**src/rtl/draw_pkg.sv**
```systemverilog
// Shared types and constants for the draw-region framebuffer write path.
package draw_pkg;

  localparam int ADDR_W = 14;
  localparam int DATA_W = 8;
  localparam int CNT_W  = 8;

  // Even address of the first and last pair of the draw region (counter 7296..7424, x2).
  localparam logic [ADDR_W-1:0] FIRST_ADDR_A = 14'd14592;
  localparam logic [ADDR_W-1:0] LAST_ADDR_A  = 14'd14848;

  typedef enum logic [1:0] {
    IDLE  = 2'd0,
    ARMED = 2'd1,
    DONE  = 2'd2
  } wr_state_t;

endpackage

```
**src/rtl/draw_pair_writer_if.sv**
```systemverilog
// Bundle between the address counter / controller side and the pair writer.
interface draw_pair_writer_if #(
  parameter int ADDR_W = draw_pkg::ADDR_W,
  parameter int DATA_W = draw_pkg::DATA_W,
  parameter int CNT_W  = draw_pkg::CNT_W
);

  logic              start;
  logic [DATA_W-1:0] color;
  logic [ADDR_W-1:0] addr_a;
  logic [ADDR_W-1:0] addr_b;

  logic              we_a;
  logic              we_b;
  logic [ADDR_W-1:0] wr_addr_a;
  logic [ADDR_W-1:0] wr_addr_b;
  logic [DATA_W-1:0] wr_data_a;
  logic [DATA_W-1:0] wr_data_b;
  logic              busy;
  logic              done;
  logic              err;
  logic [CNT_W-1:0]  pair_count;

  modport master (
    output start, color, addr_a, addr_b,
    input  we_a, we_b, wr_addr_a, wr_addr_b, wr_data_a, wr_data_b,
    input  busy, done, err, pair_count
  );

  modport slave (
    input  start, color, addr_a, addr_b,
    output we_a, we_b, wr_addr_a, wr_addr_b, wr_data_a, wr_data_b,
    output busy, done, err, pair_count
  );

endinterface

```
**src/rtl/pair_checker.sv**
```systemverilog
// Combinational predicates for an incoming even/odd address pair.
module pair_checker #(
  parameter int ADDR_W = draw_pkg::ADDR_W
) (
  input  logic [ADDR_W-1:0] addr_a,
  input  logic [ADDR_W-1:0] addr_b,
  input  logic [ADDR_W-1:0] last_addr_a,
  input  logic              first_flag,
  output logic              pair_new,
  output logic              pair_valid
);

  logic [ADDR_W-1:0] addr_a_inc;

  assign addr_a_inc = addr_a + ADDR_W'(1);

  // A stalled counter presents the same addr_a again; only the first arrival counts.
  assign pair_new = first_flag | (addr_a != last_addr_a);

  // All-ones addr_a would wrap the increment, so it is rejected explicitly.
  assign pair_valid = ~addr_a[0] & (addr_a != {ADDR_W{1'b1}}) & (addr_b == addr_a_inc);

endmodule

```
**src/rtl/draw_pair_writer.sv**
```systemverilog
// Turns each new even/odd address pair into one dual-port framebuffer write
// of the colour latched at start; tracks pair count, errors and completion.
//
//   state | meaning
//   IDLE  | waiting for start, no writes
//   ARMED | accepting pairs, one write per new valid pair
//   DONE  | final pair written, address changes ignored until start
module draw_pair_writer
  import draw_pkg::*;
#(
  parameter int                           ADDR_W      = draw_pkg::ADDR_W,
  parameter int                           DATA_W      = draw_pkg::DATA_W,
  parameter logic [draw_pkg::ADDR_W-1:0]  LAST_ADDR_A = draw_pkg::LAST_ADDR_A
) (
  input  logic              clk,
  input  logic              reset,
  draw_pair_writer_if.slave bus
);

  wr_state_t         state_q;
  wr_state_t         state_d;

  logic [DATA_W-1:0] color_q;
  logic [ADDR_W-1:0] last_addr_a_q;
  logic              first_flag_q;
  logic              we_q;
  logic [ADDR_W-1:0] wr_addr_a_q;
  logic [ADDR_W-1:0] wr_addr_b_q;
  logic              err_q;
  logic [CNT_W-1:0]  pair_count_q;

  logic              pair_new;
  logic              pair_valid;
  logic              do_arm;
  logic              do_write;
  logic              do_reject;

  pair_checker #(
    .ADDR_W (ADDR_W)
  ) u_pair_checker (
    .addr_a      (bus.addr_a),
    .addr_b      (bus.addr_b),
    .last_addr_a (last_addr_a_q),
    .first_flag  (first_flag_q),
    .pair_new    (pair_new),
    .pair_valid  (pair_valid)
  );

  always_ff @(posedge clk or negedge reset) begin
    if (!reset) begin
      state_q <= IDLE;
    end else begin
      state_q <= state_d;
    end
  end

  // start takes priority in every state; in ARMED it also suppresses that cycle's write.
  always_comb begin
    state_d   = state_q;
    do_arm    = 1'b0;
    do_write  = 1'b0;
    do_reject = 1'b0;
    case (state_q)
      IDLE, DONE: begin
        if (bus.start) begin
          do_arm  = 1'b1;
          state_d = ARMED;
        end
      end
      ARMED: begin
        if (bus.start) begin
          do_arm = 1'b1;
        end else if (pair_new) begin
          if (pair_valid) begin
            do_write = 1'b1;
            if (bus.addr_a == LAST_ADDR_A) begin
              state_d = DONE;
            end
          end else begin
            do_reject = 1'b1;
          end
        end
      end
      default: begin
        state_d = IDLE;
      end
    endcase
  end

  always_ff @(posedge clk or negedge reset) begin
    if (!reset) begin
      color_q       <= '0;
      last_addr_a_q <= '0;
      first_flag_q  <= 1'b0;
      we_q          <= 1'b0;
      wr_addr_a_q   <= '0;
      wr_addr_b_q   <= '0;
      err_q         <= 1'b0;
      pair_count_q  <= '0;
    end else begin
      we_q <= do_write;
      if (do_arm) begin
        color_q      <= bus.color;
        pair_count_q <= '0;
        err_q        <= 1'b0;
        first_flag_q <= 1'b1;
      end
      if (do_write || do_reject) begin
        last_addr_a_q <= bus.addr_a;
        first_flag_q  <= 1'b0;
      end
      if (do_write) begin
        wr_addr_a_q <= bus.addr_a;
        wr_addr_b_q <= bus.addr_b;
        if (pair_count_q != {CNT_W{1'b1}}) begin
          pair_count_q <= pair_count_q + CNT_W'(1);
        end
      end
      if (do_reject) begin
        err_q <= 1'b1;
      end
    end
  end

  assign bus.we_a       = we_q;
  assign bus.we_b       = we_q;
  assign bus.wr_addr_a  = wr_addr_a_q;
  assign bus.wr_addr_b  = wr_addr_b_q;
  assign bus.wr_data_a  = color_q;
  assign bus.wr_data_b  = color_q;
  assign bus.busy       = (state_q == ARMED);
  assign bus.done       = (state_q == DONE);
  assign bus.err        = err_q;
  assign bus.pair_count = pair_count_q;

endmodule

```
**src/flat_wrapper.sv**
```systemverilog
// flat-port wrapper written by rule: the top's interface ports become plain ports
module draw_pair_writer_flat import draw_pkg::*;
#(
  parameter int                           ADDR_W      = draw_pkg::ADDR_W,
  parameter int                           DATA_W      = draw_pkg::DATA_W,
  parameter logic [draw_pkg::ADDR_W-1:0]  LAST_ADDR_A = draw_pkg::LAST_ADDR_A
)
  (clk, reset, bus_start, bus_color, bus_addr_a, bus_addr_b, bus_we_a, bus_we_b, bus_wr_addr_a, bus_wr_addr_b, bus_wr_data_a, bus_wr_data_b, bus_busy, bus_done, bus_err, bus_pair_count);
  draw_pair_writer_if #(.ADDR_W(ADDR_W), .DATA_W(DATA_W), .CNT_W(CNT_W)) bus_i ();
  input  logic clk;
  input  logic reset;
  input wire logic [$bits(bus_i.start)-1:0] bus_start;
  input wire logic [$bits(bus_i.color)-1:0] bus_color;
  input wire logic [$bits(bus_i.addr_a)-1:0] bus_addr_a;
  input wire logic [$bits(bus_i.addr_b)-1:0] bus_addr_b;
  output wire logic [$bits(bus_i.we_a)-1:0] bus_we_a;
  output wire logic [$bits(bus_i.we_b)-1:0] bus_we_b;
  output wire logic [$bits(bus_i.wr_addr_a)-1:0] bus_wr_addr_a;
  output wire logic [$bits(bus_i.wr_addr_b)-1:0] bus_wr_addr_b;
  output wire logic [$bits(bus_i.wr_data_a)-1:0] bus_wr_data_a;
  output wire logic [$bits(bus_i.wr_data_b)-1:0] bus_wr_data_b;
  output wire logic [$bits(bus_i.busy)-1:0] bus_busy;
  output wire logic [$bits(bus_i.done)-1:0] bus_done;
  output wire logic [$bits(bus_i.err)-1:0] bus_err;
  output wire logic [$bits(bus_i.pair_count)-1:0] bus_pair_count;
  assign bus_i.start = bus_start;
  assign bus_i.color = bus_color;
  assign bus_i.addr_a = bus_addr_a;
  assign bus_i.addr_b = bus_addr_b;
  assign bus_we_a = bus_i.we_a;
  assign bus_we_b = bus_i.we_b;
  assign bus_wr_addr_a = bus_i.wr_addr_a;
  assign bus_wr_addr_b = bus_i.wr_addr_b;
  assign bus_wr_data_a = bus_i.wr_data_a;
  assign bus_wr_data_b = bus_i.wr_data_b;
  assign bus_busy = bus_i.busy;
  assign bus_done = bus_i.done;
  assign bus_err = bus_i.err;
  assign bus_pair_count = bus_i.pair_count;
  draw_pair_writer #(.ADDR_W(ADDR_W), .DATA_W(DATA_W), .LAST_ADDR_A(LAST_ADDR_A)) u_core (.clk(clk), .reset(reset), .bus(bus_i));
endmodule
```
**config.mk**
```make
export PLATFORM = sky130hd
export DESIGN_NAME = draw_pair_writer_flat
export DESIGN_NICKNAME = d
export VERILOG_FILES = /design/src/rtl/draw_pkg.sv /design/src/rtl/draw_pair_writer_if.sv /design/src/rtl/pair_checker.sv /design/src/rtl/draw_pair_writer.sv /design/src/flat_wrapper.sv
export SDC_FILE = /design/constraint.sdc
export NUM_CORES = 1
export LEC_CHECK = 0
export BUFFER_PORTS_ARGS = -buffer_cell sky130_fd_sc_hd__buf_2
export CORE_MARGIN = 1.5
export CORE_UTILIZATION = 55
export DETAILED_ROUTE_END_ITERATION = 6
export PLACE_DENSITY = 0.83
export RECOVER_POWER = 100
export SLEW_MARGIN = 10
export SYNTH_ARGS = -nofsm -noshare
export SYNTH_HDL_FRONTEND = slang
export SYNTH_SLANG_ARGS = --single-unit
export TNS_END_PERCENT = 100
```
**constraint.sdc**
```tcl
create_clock -name clk -period 5.79 [get_ports clk]
set_input_delay 0.579 -clock clk [delete_from_list [all_inputs] [get_ports clk]]
set_output_delay 0.579 -clock clk [all_outputs]
set_load 0.02 [all_outputs]
```
# [Yosys cells after proc, flatten, opt, wreduce, memory -nomap -nowiden]
# Cells that the tools add are included.
[op_classes] shifts=0 n_mux=23 reduce_logical=7 bitwise=4 order_cmp=0 n_div=0 add_sub_neg=2 eq_ne=12 mul=0
[op_table] cell="8-bit two-way mux" n=3
[op_table] cell="14-bit by 1-bit adder with 14-bit output (second input constant)" n=1
[op_table] cell="14-bit equality test" n=1
[op_table] cell="14-bit equality test (second input constant)" n=1
[op_table] cell="1-bit two-way mux" n=14
[op_table] cell="14-bit != test" n=1
[op_table] cell="14-bit != test (second input constant)" n=1
[op_table] cell="2-bit two-way mux" n=5
[op_table] cell="8-bit by 1-bit adder with 8-bit output (second input constant)" n=1
[op_table] cell="8-bit != test (second input constant)" n=1
[op_table] cell="2-bit by 1-bit != test with 1-bit output (second input constant)" n=3
[op_table] cell="5-bit AND reduction" n=1
[op_table] cell="2-bit != test (second input constant)" n=2
[op_table] cell="2-bit case mux with 2 select lines" n=1
[op_table] cell="2-bit nonzero test" n=2
[op_table] cell="3-bit OR reduction" n=1
[op_table] cell="1-bit bitwise AND" n=2
[op_table] cell="2-bit by 1-bit equality test with 1-bit output (second input constant)" n=1
[op_table] cell="2-bit equality test (second input constant)" n=1
[op_table] cell="2-bit logical NOT" n=1
[op_table] cell="2-bit OR reduction" n=1
[op_table] cell="1-bit logical OR" n=1
[op_table] cell="1-bit inverter" n=1
[op_table] cell="1-bit OR" n=1
[word_totals] ram_bits=0 wordCells=57 memories=0 regBits=63 mem_bits_ro=0 latch_bits=0 out_inout_bits=57 in_bits=39

# [Logic depth before layout (Yosys ltp)]
[depth] word_depth=9 ltp_mapped=10 depth_no_buf=8

# [Cells and area by module]
# Synthesis repeated with hierarchy kept, for this count alone.
[unflattened] cells_unflattened=343 area_unflattened_um2=3367.0
[by_module_without_submodules] module="draw_pair_writer" area_each_um2=2747.6 cells_each=259 instances=1 seq_area_each_um2=1576.5
[by_module_without_submodules] module="pair_checker" area_each_um2=619.3 cells_each=84 instances=1 seq_area_each_um2=0.0

# [Worst setup path after synthesis]
# Ideal clock, no wire load.
[synth_path] path_type="input port to flip-flop" start="input port bus_addr_a[0]" end="register u_core.wr_addr_a_q[10], in the netlist u_core.bus.wr_addr_a[10]" cell_stages=8 t_arrival_ns=2.742 setup_time_ns=0.125 required_time_ns=5.665 setup_slack_ns=2.923 path_buffers=1 path_cell_list="ha_1 -> or4_4 -> a2111oi_4 -> o221ai_2 -> a211oi_2 -> nand4b_2 -> buf_6 -> mux2_4"
[synth_between] elab_chain_cells=7 word_cells_on_any_way=12 cone_classes="add/sub: 1; eq/ne: 3; mux: 4; bitwise: 4"
[synth_lines] item="from (decl)" line="flat_wrapper.sv:14" rtl="input wire logic [$bits(bus_i.addr_a)-1:0] bus_addr_a;"
[synth_lines] item="14-bit by 1-bit adder with 14-bit output, or another cell as far along" line="pair_checker.sv:15" rtl="assign addr_a_inc = addr_a + ADDR_W'(1);"
[synth_lines] item="14-bit equality test / 1-bit bitwise AND (equally long branches)" line="pair_checker.sv:21" rtl="assign pair_valid = ~addr_a[0] & (addr_a != {ADDR_W{1'b1}}) & (addr_b == addr_a_inc);"
[synth_lines] item="1-bit bitwise AND" line="pair_checker.sv:21"
[synth_lines] item="1-bit two-way mux" line="draw_pair_writer.sv:74" rtl="if (pair_valid) begin"
[synth_lines] item="1-bit two-way mux *" line="draw_pair_writer.sv:73" rtl="end else if (pair_new) begin"
[synth_lines] item="1-bit two-way mux *" line="draw_pair_writer.sv:71" rtl="if (bus.start) begin"
[synth_lines] item="1-bit two-way mux *" line="draw_pair_writer.sv:63" rtl="case (state_q)"
[synth_lines] item="to (signal assigned)" line="draw_pair_writer.sv:113" rtl="wr_addr_a_q <= bus.addr_a;"
[synth_lines] item="to (decl)" line="draw_pair_writer.sv:27" rtl="logic [ADDR_W-1:0] wr_addr_a_q;"
# Mark *: on every way between the ends. The rest lies on a longest branch, timed or not.
# A chain may end at the register's enable or synchronous reset.

# [Final worst setup path]
[layout_path] start="input port bus_addr_a[1]" end="register u_core.wr_addr_a_q[8], in the netlist u_core.bus.wr_addr_a[8]"
[layout_between] elab_chain_cells=7 word_cells_on_any_way=11 cone_classes="add/sub: 1; eq/ne: 3; mux: 4; bitwise: 3"
[layout_lines] item="14-bit by 1-bit adder with 14-bit output / 14-bit != test (equally long branches)" line="pair_checker.sv:15, pair_checker.sv:21"
[layout_lines] item="14-bit equality test / 1-bit bitwise AND (equally long branches)" line="pair_checker.sv:21"
[layout_lines] item="1-bit bitwise AND" line="pair_checker.sv:21"
[layout_lines] item="1-bit two-way mux" line="draw_pair_writer.sv:74"
[layout_lines] item="1-bit two-way mux *" line="draw_pair_writer.sv:73"
[layout_lines] item="1-bit two-way mux *" line="draw_pair_writer.sv:71"
[layout_lines] item="1-bit two-way mux *" line="draw_pair_writer.sv:63"
# Marks and branches as above.

==> results.sh <==
export IMPL_synth_seq_area_share_pct=44.07
export IMPL_cp_max_fo=21
export IMPL_syn2layout_area_growth_pct=11.12
export IMPL_antenna_cells=0
export IMPL_critPathRequiredTime_ns=6.01
export IMPL_grt_util_met3_pct=5.737
export IMPL_outcome="finished, violations left"
export IMPL_cts_root_buf="clkbuf_8"
export IMPL_crit_buf_inv=2
export IMPL_multi_input_area_mm2=0.001685
export IMPL_coreArea_mm2=0.006314
export IMPL_drtIter0Drc=157
export IMPL_wl_per_cell_um=16.04
export IMPL_power_density_mw_per_mm2=243.3
export IMPL_fillers=589
export IMPL_power_total_w=0.0009671
export IMPL_grt_use_met1_pct=30.63
export IMPL_ys_types=54
export IMPL_drv_cap=1
export IMPL_p_leak_nw=1.815
export IMPL_hold_viol=0
export IMPL_grt_max_degree=64
export IMPL_grtUsageMet2_pct=36.51
export IMPL_period_share_pct=68.59
export IMPL_async_flop_share_pct=100.0
export IMPL_avgSynthCellArea_um2=10.68
export IMPL_arrival_ns=4.19
export IMPL_gr_total_overflow=0
export IMPL_std_cell_rows=29
export IMPL_path_cells="clkbuf_1 -> ha_1 -> or3b_2 -> and3_1 -> o32ai_1 -> o2111ai_1 -> a211oi_2 -> nand4b_1 -> clkbuf_1 -> mux2_1"
export IMPL_start_util_pct=56.66
export IMPL_via_count=2806
export IMPL_synth_area_mm2=0.003577
export IMPL_cp_start_kind="primary input"
export IMPL_drv_slew=64
export IMPL_clkTransAtPathRegs_ns=0.07
export IMPL_die_area_mm2=0.006996
export IMPL_crit_slowest_cell="clkbuf_1"
export IMPL_grt_pass1_vias=2696
export IMPL_synth_mux_area_share_pct=14.80
export IMPL_worst_setup_path_type="primary input to flip-flop"
export IMPL_synth_enable_flop_cells=0
export IMPL_ys_flop_type="dfrtp_1"
export IMPL_syn_num_nets=377
export IMPL_synth_adder_area_share_pct=1.049
export IMPL_dp_cells=479
export IMPL_fin_nets=455
export IMPL_cpLargestDelayFamily="simple AND/OR/NAND/NOR gates"
export IMPL_cts_htree_levels=3
export IMPL_failed_checks="max-capacitance violations, max-slew violations"
export IMPL_busiest_layer="met2"
export IMPL_endpoint_kind="flip-flop"
export IMPL_place_hpwl_mm=5.645
export IMPL_clock_sinks=63
export IMPL_grt_use_total_pct=23.39
export IMPL_top_level_ports=96
export IMPL_die_width_um=83.65
export IMPL_seq_area_mm2=0.001577
export IMPL_fmax_mhz=251.8
export IMPL_post_cts_buffers=0
export IMPL_synth_warnings=0
export IMPL_hp_class="primary input to flip-flop"
export IMPL_cts_buffers=9
export IMPL_rsz0062_at_grt="no"
export IMPL_cts_hold_buf=0
export IMPL_max_slew_margin_pct=-121.0
export IMPL_syn_inst=335
export IMPL_gp_congestion=0.8386
export IMPL_setup_viol=0
export IMPL_chipHeight_um=83.65
export IMPL_tightestPinTransition_ns=3.316
export IMPL_grt_pass1_wl_mm=13.03
export IMPL_ir_worst_vdd_uv=147.1
export IMPL_postRouteAntennaNets=0
export IMPL_fin_skew_ns=0.008282
export IMPL_min_period_ns=3.972
export IMPL_clk_insertion_delay_late_ns=0.34
export IMPL_via_per_inst=5.669
export IMPL_synthXorXnorAreaFrac_pct=7.100
export IMPL_dr_pass1_iters=4
export IMPL_synth_compound_area_share_pct=8.884
export IMPL_tritoncts="built"
export IMPL_clk_path_buf_depth=2
export IMPL_drive_gt1_share_pct=16.99
export IMPL_timing_hold_ws_ns=0.4244
export IMPL_drc_errors=0
export IMPL_wl_mm=7.940
export IMPL_cpMostUsedCell="clkbuf_1"
export IMPL_cp_slowest_stage_delay_ns=0.65
export IMPL_final_cell_count_no_fill=495
export IMPL_synth_top_family_by_area="simple AND/OR/NAND/NOR gates"
export IMPL_setup_tns_final_ns=0
export IMPL_synthSimpleGateAreaFrac_pct=17.98
export IMPL_portBuffers=95
export IMPL_antenna_found_initial=0
export IMPL_ys_ff_latch=63
export IMPL_cts_resized=0
## layer usage
metal	wire length, um	vias to the layer above
met4	144	0
met1	3493	1376
met3	428	12
met2	3873	93
met5	0	-
li1	-	1325
## layout by cell type, fill, tap and decap left out, drive strengths merged, types with 4 or more instances in the layout
cell	synthesis	final
nor2	8	8
nand4	7	7
xnor2	16	16
clkbuf	8	74
o21ai	10	10
nand3	13	13
nand4b	5	5
and2	6	6
nor3	4	4
nand2	49	49
nor2b	5	5
inv	7	7
a21oi	5	5
nand2b	5	5
dfrtp	63	63
mux2	36	36
and3	4	4
xor2	13	13
nor4	7	7
buf	23	37
## kinds of logic after synthesis
group           Yosys count
compound gates           41
buf+inv                  38
mux                      39
fa+ha+maj                 3
xor+xnor                 29
simple gates            122
flops                    63
## worst min-delay path, cell delays in order
cell and delay, ns:
buf_2 0.07, nand2_1 0.04, nand2_1 0.04
## where the power goes
| part | internal [W] | leakage (nW) | switching [W] |
|---|---|---|---|
| registers | 0.000462 | 0.827 | 0.0000154 |
| logic | 0.0000573 | 0.898 | 0.0000915 |
| clock network | 0.000178 | 0.0894 | 0.000163 |
| total | 0.000697 | 1.81 | 0.000270 |
## final timing paths
check	from	to	slack, ns	cells after the start
max in group asynchronous	reset	u_core.bus.wr_data_a[7]	2.47	2
worst max-delay path	bus_addr_a[1]	u_core.bus.wr_addr_a[8]	1.82	10
worst max register to register	u_core.last_addr_a_q[0]	u_core.bus.wr_addr_a[8]	2.24	7
worst min register to register	u_core.bus.wr_addr_b[0]	u_core.bus.wr_addr_b[0]	0.47	1
min in group asynchronous	reset	u_core.last_addr_a_q[7]	1.46	2
worst min-delay path	bus_color[1]	u_core.bus.wr_data_a[1]	0.42	3
## cell type report
cell class	instances	area share, %
multi-input combinational	234	42.40
sequential	63	39.66
timing repair buffer	98	10.42
clock buffer	13	3.997
tap	77	2.424
inverter	7	0.6610
clock inverter	3	0.4407
## state kept, by name (all words and copies together), names as in the netlist
register	flops
u_core.bus.wr_addr_a	14
u_core.bus.wr_data_a	8
u_core.state_q	2
u_core.bus.pair_count	8
u_core.last_addr_a_q	14
u_core.bus.we_a	1
u_core.bus.err	1
u_core.bus.wr_addr_b	14
u_core.first_flag_q	1
## cell usage after synthesis (5+ instances only)
library cell	n	area share [%]
and2_1	6	1.0
xor2_1	13	3.2
buf_2	10	1.4
nor2b_1	5	0.87
nand4_1	7	1.2
dfrtp_1	63	44
buf_4	9	1.9
o21ai_0	10	1.4
mux2_2	11	3.5
nor4_1	7	1.2
nand2_1	49	5.1
nand3_1	13	1.8
a21oi_1	5	0.70
mux2_4	25	10
nand2b_1	5	0.87
xnor2_1	16	3.9
nor2_1	8	0.84
inv_1	7	0.73
clkbuf_1	8	0.84
## per-stage QoR
| stage | instance area [um2] | setup slack [ns] | util (%) |
|---|---|---|---|
| after CTS | 4163 | 2.510 | 65.93 |
| final | 3975 | 1.818 | 62.96 |
| after detailed placement | 3986 | 2.148 | 63.14 |
| after global placement | 3986 | 2.269 | 63.14 |
| after global routing | 3975 | 1.516 | 62.96 |
| after floorplan | 3577 | 2.923 | - |
No activity file was read; power rests on OpenSTA's default activity.
